**config.mk**
```make
export PLATFORM = sky130hd
export DESIGN_NAME = pump_rotator_flat
export DESIGN_NICKNAME = d
export VERILOG_FILES = /design/src/rtl/pump_pkg.sv /design/src/rtl/pump_rotator_if.sv /design/src/rtl/pump_rr_sel.sv /design/src/rtl/pump_rotator.sv /design/src/flat_wrapper.sv
export SDC_FILE = /design/constraint.sdc
export NUM_CORES = 1
export LEC_CHECK = 0
export CAP_MARGIN = 30
export CELL_PAD_IN_SITES_DETAIL_PLACEMENT = 0
export CELL_PAD_IN_SITES_GLOBAL_PLACEMENT = 2
export CORE_MARGIN = 3
export CORE_UTILIZATION = 31
export CTS_BUF_LIST = sky130_fd_sc_hd__clkbuf_16
export DETAILED_ROUTE_END_ITERATION = 10
export PLACE_DENSITY = 0.89
export SETUP_SLACK_MARGIN = 0.5
export SYNTH_ARGS = -nofsm -noshare
export SYNTH_HDL_FRONTEND = slang
export SYNTH_HIERARCHICAL = 1
export SYNTH_SLANG_ARGS = --single-unit
```
**constraint.sdc**
```tcl
create_clock -name clk -period 4 [get_ports clk]
set_clock_uncertainty 0.15 [all_clocks]
set_input_delay 0.6 -clock clk [delete_from_list [all_inputs] [get_ports clk]]
set_output_delay 0.6 -clock clk [all_outputs]
set_load 0.1 [all_outputs]
```
**src/rtl/pump_pkg.sv**
```systemverilog
// Shared types and helpers for pump rotation blocks: FSM state encoding,
// one-hot decode and the round-robin healthy-pump search.
package pump_pkg;

  // Widest configuration supported by the helpers below.
  localparam int MAX_PUMPS = 16;
  localparam int MAX_IDX_W = 4;

  typedef enum logic [1:0] {
    ST_IDLE   = 2'd0,
    ST_RUN    = 2'd1,
    ST_SWITCH = 2'd2
  } pump_state_t;

  typedef struct packed {
    logic                 none_ok;
    logic [MAX_IDX_W-1:0] idx;
  } rr_pick_t;

  // Decode a pump index into a one-hot drive word (callers truncate to N_PUMPS).
  function automatic logic [MAX_PUMPS-1:0] onehot(input logic [MAX_IDX_W-1:0] idx);
    logic [MAX_PUMPS-1:0] v;
    v      = '0;
    v[idx] = 1'b1;
    return v;
  endfunction

  // First healthy pump after last_idx in cyclic order; last_idx itself is the
  // final candidate so a lone healthy pump keeps being reused. The scan runs
  // from the farthest candidate to the nearest so the nearest hit wins without
  // needing an early exit.
  function automatic rr_pick_t next_healthy(
    input logic [MAX_IDX_W-1:0] last_idx,
    input logic [MAX_PUMPS-1:0] fault,
    input int                   n
  );
    rr_pick_t             pick;
    int                   cand;
    logic [MAX_IDX_W-1:0] cand_idx;
    pick.none_ok = 1'b1;
    pick.idx     = '0;
    for (int k = MAX_PUMPS; k >= 1; k--) begin
      if (k <= n) begin
        cand     = (int'(last_idx) + k) % n;
        cand_idx = MAX_IDX_W'(cand);
        if (!fault[cand_idx]) begin
          pick.none_ok = 1'b0;
          pick.idx     = cand_idx;
        end
      end
    end
    return pick;
  endfunction

endpackage

```
**src/rtl/pump_rotator_if.sv**
```systemverilog
// Demand/fault inputs and pump drive/status outputs of the rotation controller.
interface pump_rotator_if #(
  parameter int N_PUMPS = 4,
  parameter int IDX_W   = $clog2(N_PUMPS)
);
  logic               demand;
  logic [N_PUMPS-1:0] pump_fault;
  logic [N_PUMPS-1:0] pump_en;
  logic [IDX_W-1:0]   active_idx;
  logic               running;
  logic               all_faulted;
  logic               fault_event;

  // Level/demand logic side.
  modport master (
    output demand, pump_fault,
    input  pump_en, active_idx, running, all_faulted, fault_event
  );

  // Rotation controller side.
  modport slave (
    input  demand, pump_fault,
    output pump_en, active_idx, running, all_faulted, fault_event
  );
endinterface

```
**src/rtl/pump_rr_sel.sv**
```systemverilog
// Combinational round-robin selector: next healthy pump after i_last_idx.
module pump_rr_sel
  import pump_pkg::*;
#(
  parameter int N_PUMPS = 4,
  parameter int IDX_W   = $clog2(N_PUMPS)
) (
  input  logic [IDX_W-1:0]   i_last_idx,
  input  logic [N_PUMPS-1:0] i_pump_fault,
  output logic [IDX_W-1:0]   o_sel_idx,
  output logic               o_none_ok
);

  rr_pick_t w_pick;

  // Widen to the helper's fixed width; pumps beyond N_PUMPS are never visited.
  always_comb begin
    w_pick = next_healthy(MAX_IDX_W'(i_last_idx), MAX_PUMPS'(i_pump_fault), N_PUMPS);
  end

  assign o_sel_idx = IDX_W'(w_pick.idx);
  assign o_none_ok = w_pick.none_ok;

endmodule

```
**src/rtl/pump_rotator.sv**
```systemverilog
// N-pump lead/lag rotation controller: round-robin start on demand, minimum
// run time, break-before-make failover when the running pump faults.
module pump_rotator
  import pump_pkg::*;
#(
  parameter int N_PUMPS = 4,
  parameter int MIN_RUN = 8,
  parameter int IDX_W   = $clog2(N_PUMPS)
) (
  input  logic          clk,
  input  logic          reset,
  pump_rotator_if.slave bus
);

  // Counter only has to hold MIN_RUN-1.
  localparam int CNT_W = (MIN_RUN > 1) ? $clog2(MIN_RUN) : 1;

  pump_state_t        r_state, w_state_next;
  logic [IDX_W-1:0]   r_cur, w_cur_next;
  logic [IDX_W-1:0]   r_last, w_last_next;
  logic [CNT_W-1:0]   r_cnt, w_cnt_next;
  logic [N_PUMPS-1:0] r_pump_en, w_pump_en_next;
  logic               r_fault_event, w_fault_event_next;
  logic               r_all_faulted;

  logic [IDX_W-1:0]   w_sel_idx;
  logic               w_none_ok;
  logic               w_cur_faulted;

  // Rotation always resumes from the pump that last left RUN.
  pump_rr_sel #(
    .N_PUMPS (N_PUMPS),
    .IDX_W   (IDX_W)
  ) u_sel (
    .i_last_idx   (r_last),
    .i_pump_fault (bus.pump_fault),
    .o_sel_idx    (w_sel_idx),
    .o_none_ok    (w_none_ok)
  );

  assign w_cur_faulted = bus.pump_fault[r_cur];

  // Next-state logic: fault beats min-run, which beats demand drop.
  always_comb begin
    w_state_next       = r_state;
    w_cur_next         = r_cur;
    w_last_next        = r_last;
    w_cnt_next         = r_cnt;
    w_fault_event_next = 1'b0;
    case (r_state)
      ST_IDLE, ST_SWITCH: begin
        // SWITCH is the single dead cycle after a fault; it then starts like IDLE.
        if (bus.demand && !w_none_ok) begin
          w_state_next = ST_RUN;
          w_cur_next   = w_sel_idx;
          w_cnt_next   = CNT_W'(MIN_RUN - 1);
        end else begin
          w_state_next = ST_IDLE;
        end
      end
      ST_RUN: begin
        if (w_cur_faulted) begin
          w_state_next       = ST_SWITCH;
          w_fault_event_next = 1'b1;
          w_last_next        = r_cur;
        end else if (!bus.demand && (r_cnt == '0)) begin
          w_state_next = ST_IDLE;
          w_last_next  = r_cur;
        end else if (r_cnt != '0) begin
          w_cnt_next = r_cnt - CNT_W'(1);
        end
      end
      default: begin
        w_state_next = ST_IDLE;
      end
    endcase
    w_pump_en_next = (w_state_next == ST_RUN)
                   ? N_PUMPS'(onehot(MAX_IDX_W'(w_cur_next)))
                   : '0;
  end

  // State and registered outputs; reset overrides everything.
  always_ff @(posedge clk) begin
    if (reset) begin
      r_state       <= ST_IDLE;
      r_cur         <= '0;
      r_last        <= IDX_W'(N_PUMPS - 1);
      r_cnt         <= '0;
      r_pump_en     <= '0;
      r_fault_event <= 1'b0;
      r_all_faulted <= 1'b0;
    end else begin
      r_state       <= w_state_next;
      r_cur         <= w_cur_next;
      r_last        <= w_last_next;
      r_cnt         <= w_cnt_next;
      r_pump_en     <= w_pump_en_next;
      r_fault_event <= w_fault_event_next;
      r_all_faulted <= &bus.pump_fault;
    end
  end

  assign bus.pump_en     = r_pump_en;
  assign bus.active_idx  = r_cur;
  assign bus.running     = (r_state == ST_RUN);
  assign bus.all_faulted = r_all_faulted;
  assign bus.fault_event = r_fault_event;

endmodule

```
**src/flat_wrapper.sv**
```systemverilog
// flat-port wrapper written by rule: the top's interface ports become plain ports
module pump_rotator_flat import pump_pkg::*;
#(
  parameter int N_PUMPS = 4,
  parameter int MIN_RUN = 8,
  parameter int IDX_W   = $clog2(N_PUMPS)
)
  (clk, reset, bus_demand, bus_pump_fault, bus_pump_en, bus_active_idx, bus_running, bus_all_faulted, bus_fault_event);
  pump_rotator_if #(.N_PUMPS(N_PUMPS), .IDX_W(IDX_W)) bus_i ();
  input  logic clk;
  input  logic reset;
  input wire logic [$bits(bus_i.demand)-1:0] bus_demand;
  input wire logic [$bits(bus_i.pump_fault)-1:0] bus_pump_fault;
  output wire logic [$bits(bus_i.pump_en)-1:0] bus_pump_en;
  output wire logic [$bits(bus_i.active_idx)-1:0] bus_active_idx;
  output wire logic [$bits(bus_i.running)-1:0] bus_running;
  output wire logic [$bits(bus_i.all_faulted)-1:0] bus_all_faulted;
  output wire logic [$bits(bus_i.fault_event)-1:0] bus_fault_event;
  assign bus_i.demand = bus_demand;
  assign bus_i.pump_fault = bus_pump_fault;
  assign bus_pump_en = bus_i.pump_en;
  assign bus_active_idx = bus_i.active_idx;
  assign bus_running = bus_i.running;
  assign bus_all_faulted = bus_i.all_faulted;
  assign bus_fault_event = bus_i.fault_event;
  pump_rotator #(.N_PUMPS(N_PUMPS), .MIN_RUN(MIN_RUN), .IDX_W(IDX_W)) u_core (.clk(clk), .reset(reset), .bus(bus_i));
endmodule
```
### Yosys cells after proc, flatten, opt, wreduce, memory -nomap -nowiden

Index checks and enable logic that the tools add are counted.

| word-level totals | value |
|---|---|
| bits in latches | 0 |
| register bits after elaboration | 15 |
| bits in read-only memories | 0 |
| memories | 0 |
| memory bits (writable) | 0 |

| cells by class | value |
|---|---|
| add/sub/neg operators | 5 |
| shift-type cells | 0 |
| mux-type cells | 30 |
| div/mod/pow operators | 0 |
| equality and inequality tests | 7 |
| multiply operators | 0 |
| bitwise gates (word level) | 6 |
| reductions and logical operators | 20 |
| $lt $le $gt $ge | 7 |

Operators with widths:

| operator | count |
|---|---|
| 4-bit by 5-bit < comparator with 1-bit output (second input constant) | 4 |
| 5-bit 2-to-1 mux | 4 |
| 2-bit OR reduction | 7 |
| 1-bit binary-select mux with 3-bit select | 4 |
| 2-bit 2-to-1 mux | 6 |
| 3-bit 2-to-1 mux | 4 |
| 1-bit 2-to-1 mux | 8 |
| 3-bit one-hot mux with 2 select lines | 1 |
| 2-bit by 5-bit < comparator with 1-bit output (second input constant) | 1 |
| 5-bit AND reduction | 1 |
| 2-bit by 1-bit adder with 2-bit output (second input constant) | 2 |
| 2-bit adder (second input constant) | 2 |
| 1-bit AND (first input constant) | 4 |
| 2-bit by 1-bit equality test with 1-bit output (second input constant) | 2 |
| 2-bit by 1-bit != test with 1-bit output (second input constant) | 2 |
| 2-bit != test (second input constant) | 2 |
| 2-bit one-hot mux with 2 select lines | 1 |
| 4-bit AND reduction | 1 |
| 2-bit nonzero test | 2 |
| 1-bit logical AND | 3 |
| 3-bit zero test | 1 |
| 2-bit by 3-bit < comparator with 1-bit output (second input constant) | 1 |
| 3-bit nonzero test | 1 |
| 3-bit by 1-bit subtractor with 3-bit output (second input constant) | 1 |
| other kinds (8) | 10 |

### Logic depth before layout (Yosys ltp)

| logic depth | value |
|---|---|
| depth in word-level cells | 17 |
| gate-level depth with buffers | 6 |
| mapped depth without buffers | 6 |

### Modules after synthesis

The synthesis kept the hierarchy.

By module, submodules not included:

| module | sequential area each (um2) | cells each | instances | area each (um2) |
|---|---|---|---|---|
| pump_rotator | 300.3 | 58 | 1 | 614.3 |
| pump_rr_sel | 0.0 | 13 | 1 | 98.8 |

### Worst setup path before layout

No wires, ideal clock.

| timing | value |
|---|---|
| path kind | reg2reg |
| from | register u_core.r_cur[0], in the netlist u_core/bus.active_idx[0] |
| to | register u_core.r_last[0] |
| setup slack | 1,518 ps |
| buffers on the path | 0 |
| stages on the path, launching flop included | 5 |
| clock period less this slack | 2,482 ps |
| required time | 3,730 ps |
| arrival | 2,213 ps |
| cells stage by stage | dfxtp_1 mux4_2 o21ai_1 nor2_1 a211o_1 |

| on the way | value |
|---|---|
| longest elaborated chain between the ends | 4 |
| elaborated cells on any way between the ends | 6 |
| classes of those cells | mux (4); reduce/logical (2) |

Ends and longest elaborated chain:

| what | RTL line | RTL |
|---|---|---|
| start, declared | pump_rotator.sv:19 | `logic [IDX_W-1:0] r_cur, w_cur_next;` |
| start signal, assigned | pump_rotator.sv:94 | `r_cur <= w_cur_next;` |
| 1-bit binary-select mux with 2-bit select | pump_rotator.sv:41 | `assign w_cur_faulted = bus.pump_fault[r_cur];` |
| 1-bit 2-to-1 mux (not written as such) | pump_rotator.sv:41 |  |
| 2-bit nonzero test (no line) | n/a |  |
| 2-bit AND reduction (no line) | n/a |  |
| end signal, assigned | pump_rotator.sv:87 | `r_last <= IDX_W'(N_PUMPS - 1);` |
| end signal, assigned | pump_rotator.sv:95 | `r_last <= w_last_next;` |
| end, declared | pump_rotator.sv:20 | `logic [IDX_W-1:0] r_last, w_last_next;` |

Parallel ways exist; a longest one is shown, timed or not. The select of a mux whose other input is x is not followed.
A chain may end at the register's enable or synchronous reset.

### Final worst setup path

| timing | value |
|---|---|
| from | register u_core.r_state[0] |
| to | output bus_running |

| on the way | value |
|---|---|
| longest elaborated chain between the ends | 1 |

Ends and longest elaborated chain:

| what | RTL line | RTL |
|---|---|---|
| start, declared | pump_rotator.sv:18 | `pump_state_t r_state, w_state_next;` |
| start signal, assigned | pump_rotator.sv:93 | `r_state <= w_state_next;` |
| 2-bit by 1-bit equality test with 1-bit output | pump_rotator.sv:105 | `assign bus.running = (r_state == ST_RUN);` |
| end, declared | flat_wrapper.sv:16 | `output wire logic [$bits(bus_i.running)-1:0] bus_running;` |

Every way passes these cells.

==> flow_summary.json <==
{
  "pre_cts_ws_ps": 1310,
  "avgSynthCellArea_um2": 10.0,
  "seqPwrFrac_pct": 35.6,
  "clockBufferDepth": 2,
  "clock_sinks": 15,
  "busiest_layer": "met2",
  "worst_slack_ps": 1230,
  "internal-power_w": 0.000335,
  "synth-seq-cells": 15,
  "p_sw_share_pct": 29.9,
  "hold_path_class": "flip-flop to flip-flop",
  "worst-slew-pin-transition_ps": 971,
  "ys_warn_count": 6,
  "port_buffers": 15,
  "mostFrequentLayoutCells": "clkdlybuf4s50_1 (15), dfxtp_1 (15), nor2_1 (9)",
  "max_stage_delay_ps": 1130,
  "post_cts.repair.setup_buffers": 0,
  "diodes": 0,
  "whs_path_depth": 1,
  "synthTopCellsByArea": "dfxtp_1 (42%), nor2_1 (4.7%), mux2i_1 (4.2%)",
  "rsz0062_at_grt": "no",
  "cts_tree": "built",
  "finalCriticalPeriod_ps": 2770,
  "grt_pass1_vias": 549,
  "drtIter0Drc": 10,
  "critPathLaunchType": "flip-flop",
  "period_share_pct": 69.2,
  "synth.distinct_cells": 32,
  "ant_nets": 0,
  "vias_per_cell": 4.91,
  "clkSlewWorstSetupHoldPaths_ps": 50,
  "start_util_pct": 34.6,
  "tns_ps": 0,
  "clk_latency_ps": 240,
  "hold_viol": 0,
  "slew_headroom_pct": 35.0,
  "fmax_mhz": 361,
  "post_cts_resized": 0,
  "crit_fanout": 5,
  "wl_um": 1460,
  "routedWlPerCell_um": 12.6,
  "ir_drop_uv": 334,
  "worst_ep_arrival_time_ps": 2020,
  "syn_nets": 80,
  "p_per_area_mw_per_mm2": 490,
  "drc": 0,
  "yosys.area.top_type": "dfxtp_1",
  "leakagePower_nw": 0.371,
  "dp.final_hpwl_um": 1110,
  "cts_hold_buf": 0,
  "area_growth_pct": 36.5,
  "yosys.area.top_type_share_pct": 42.1,
  "grtUsageTotal_pct": 12.4,
  "die_x_um": 54.0,
  "netlist_instances": 71,
  "cts-root-buf": "clkbuf_16",
  "required_ps": 3250,
  "met3_usage_pct": 4.71,
  "grt_overflow": 0,
  "syn-cell-area_um2": 713,
  "switchingPower_w": 0.000143,
  "layout-drive-gt1-share_pct": 15.7,
  "status": "finished clean",
  "grt_max_degree": 13,
  "cpMaxStageDelayCell": "clkdlybuf4s50_1",
  "grt_pass1_wl_um": 2480,
  "num-nets-final": 99,
  "num_io_pins": 16,
  "htree_levels": 1,
  "ys_seq_area_share_pct": 42.1,
  "drt_pass1_iterations": 5,
  "die-height_um": 54.0,
  "setup_viol": 0,
  "critPathCaptureType": "output pin",
  "grt_use_met2_pct": 18.5,
  "vias": 569,
  "p_total_w": 0.000477,
  "cts-buffers-inserted": 3,
  "grtUsageMet1_pct": 15.4,
  "die_area_mm2": 0.00291,
  "core_mm2": 0.00206,
  "critPathKind": "flip-flop to output pin",
  "maxCapViolations": 0,
  "antenna_found_initial": 0,
  "core.rowCount": 16,
  "fill_cells": 201,
  "power_frac_comb_pct": 24.1,
  "ff2ff_path_depth": 4,
  "place_congestion": 0.700,
  "power.share.clock_pct": 40.3,
  "cp_cell_sequence": "nand2b_1, inv_1, clkdlybuf4s50_1",
  "slew_violations": 0
}
## cell usage after synthesis
library cell / n
clkbuf_1: 1
nor3b_2: 1
a211oi_4: 1
or4b_2: 1
nand2b_1: 2
a211oi_1: 2
a21oi_1: 1
nor3_1: 3
a31o_1: 1
mux2i_1: 3
inv_1: 6
and4_2: 1
a221oi_2: 1
ha_1: 2
o22ai_1: 1
inv_2: 1
o41ai_2: 1
nor2b_1: 1
mux2_2: 1
a211o_1: 2
nor2_1: 9
a22o_1: 1
nand2_1: 2
mux4_2: 1
nor3b_1: 3
nand3b_1: 1
mux2_1: 1
nand4_1: 1
a21o_1: 1
and2b_2: 1
o21ai_1: 2
dfxtp_1: 15
## state kept, by name, indices dropped and copies added, names as in the netlist
name                    count
u_core/r_cnt                3
u_core/bus.fault_event      1
u_core/bus.active_idx       2
u_core/r_last               2
u_core/bus.pump_en          4
u_core/bus.all_faulted      1
u_core/r_state              2
## power groups by stage
stage	Sequential (W)	Clock (W)	Combinational (W)
3_5_place_dp	0.000173	0	0.000115
3_3_place_gp	0.000173	0	0.000115
5_1_grt	0.000172	0.000205	0.000123
4_1_cts	0.000170	0.000197	0.000116
2_1_floorplan	0.000203	0	0.0000562
6_report	0.000170	0.000192	0.000115
## path summary, 6_finish.rpt
path / start / to / slack [ps]
worst max-delay path: u_core/r_state[0] / bus_running / 1230
worst min-delay path: u_core/r_cnt[0] / u_core/r_cnt[0] / 320
worst max register to register: u_core/bus.active_idx[0] / u_core/r_last[0] / 2060
worst min register to register: u_core/r_cnt[0] / u_core/r_cnt[0] / 320
## routing by layer
metal / up-vias / routed length [um]
met5: - / 0
met4: 0 / 17
met3: 2 / 91
met2: 13 / 655
met1: 261 / 695
li1: 293 / -
## metrics by stage
stage	hold slack, ps	utilization (%)	instance area [um2]	cells
after global placement	307	43.3	893	112
final	321	47.2	973	116
after global routing	352	47.2	973	116
after CTS	324	47.2	973	116
after detailed placement	314	43.3	893	112
after floorplan	293	-	713	71
## cell families after synthesis
group / share of synthesized area [%]
flip-flops: 42.1
multiplexers: 10.5
AO/OA/AOI/OAI: 18.2
buffers and inverters: 4.21
AND/OR/NAND/NOR: 21.4
adder cells (fa/ha/maj): 3.51
## cell type report
| cell class | instances | area, um2 | area share (%) |
|---|---|---|---|
| clock buffers | 3 | 75.1 | 7.71 |
| clock inverters | 1 | 5.00 | 0.514 |
| inverters | 7 | 26.3 | 2.70 |
| multi-input cells | 48 | 383 | 39.3 |
| flip-flops and latches | 15 | 300 | 30.8 |
| well taps | 27 | 33.8 | 3.47 |
| repair buffers | 15 | 150 | 15.4 |
## worst max-delay path, delay by kind of cell, from the launching register on
family / cells / cell delay, ps
flops: 1 / 360
buf+inv: 2 / 1240
simple gates: 1 / 170
Note: power is estimated with default switching activity, not from simulation.
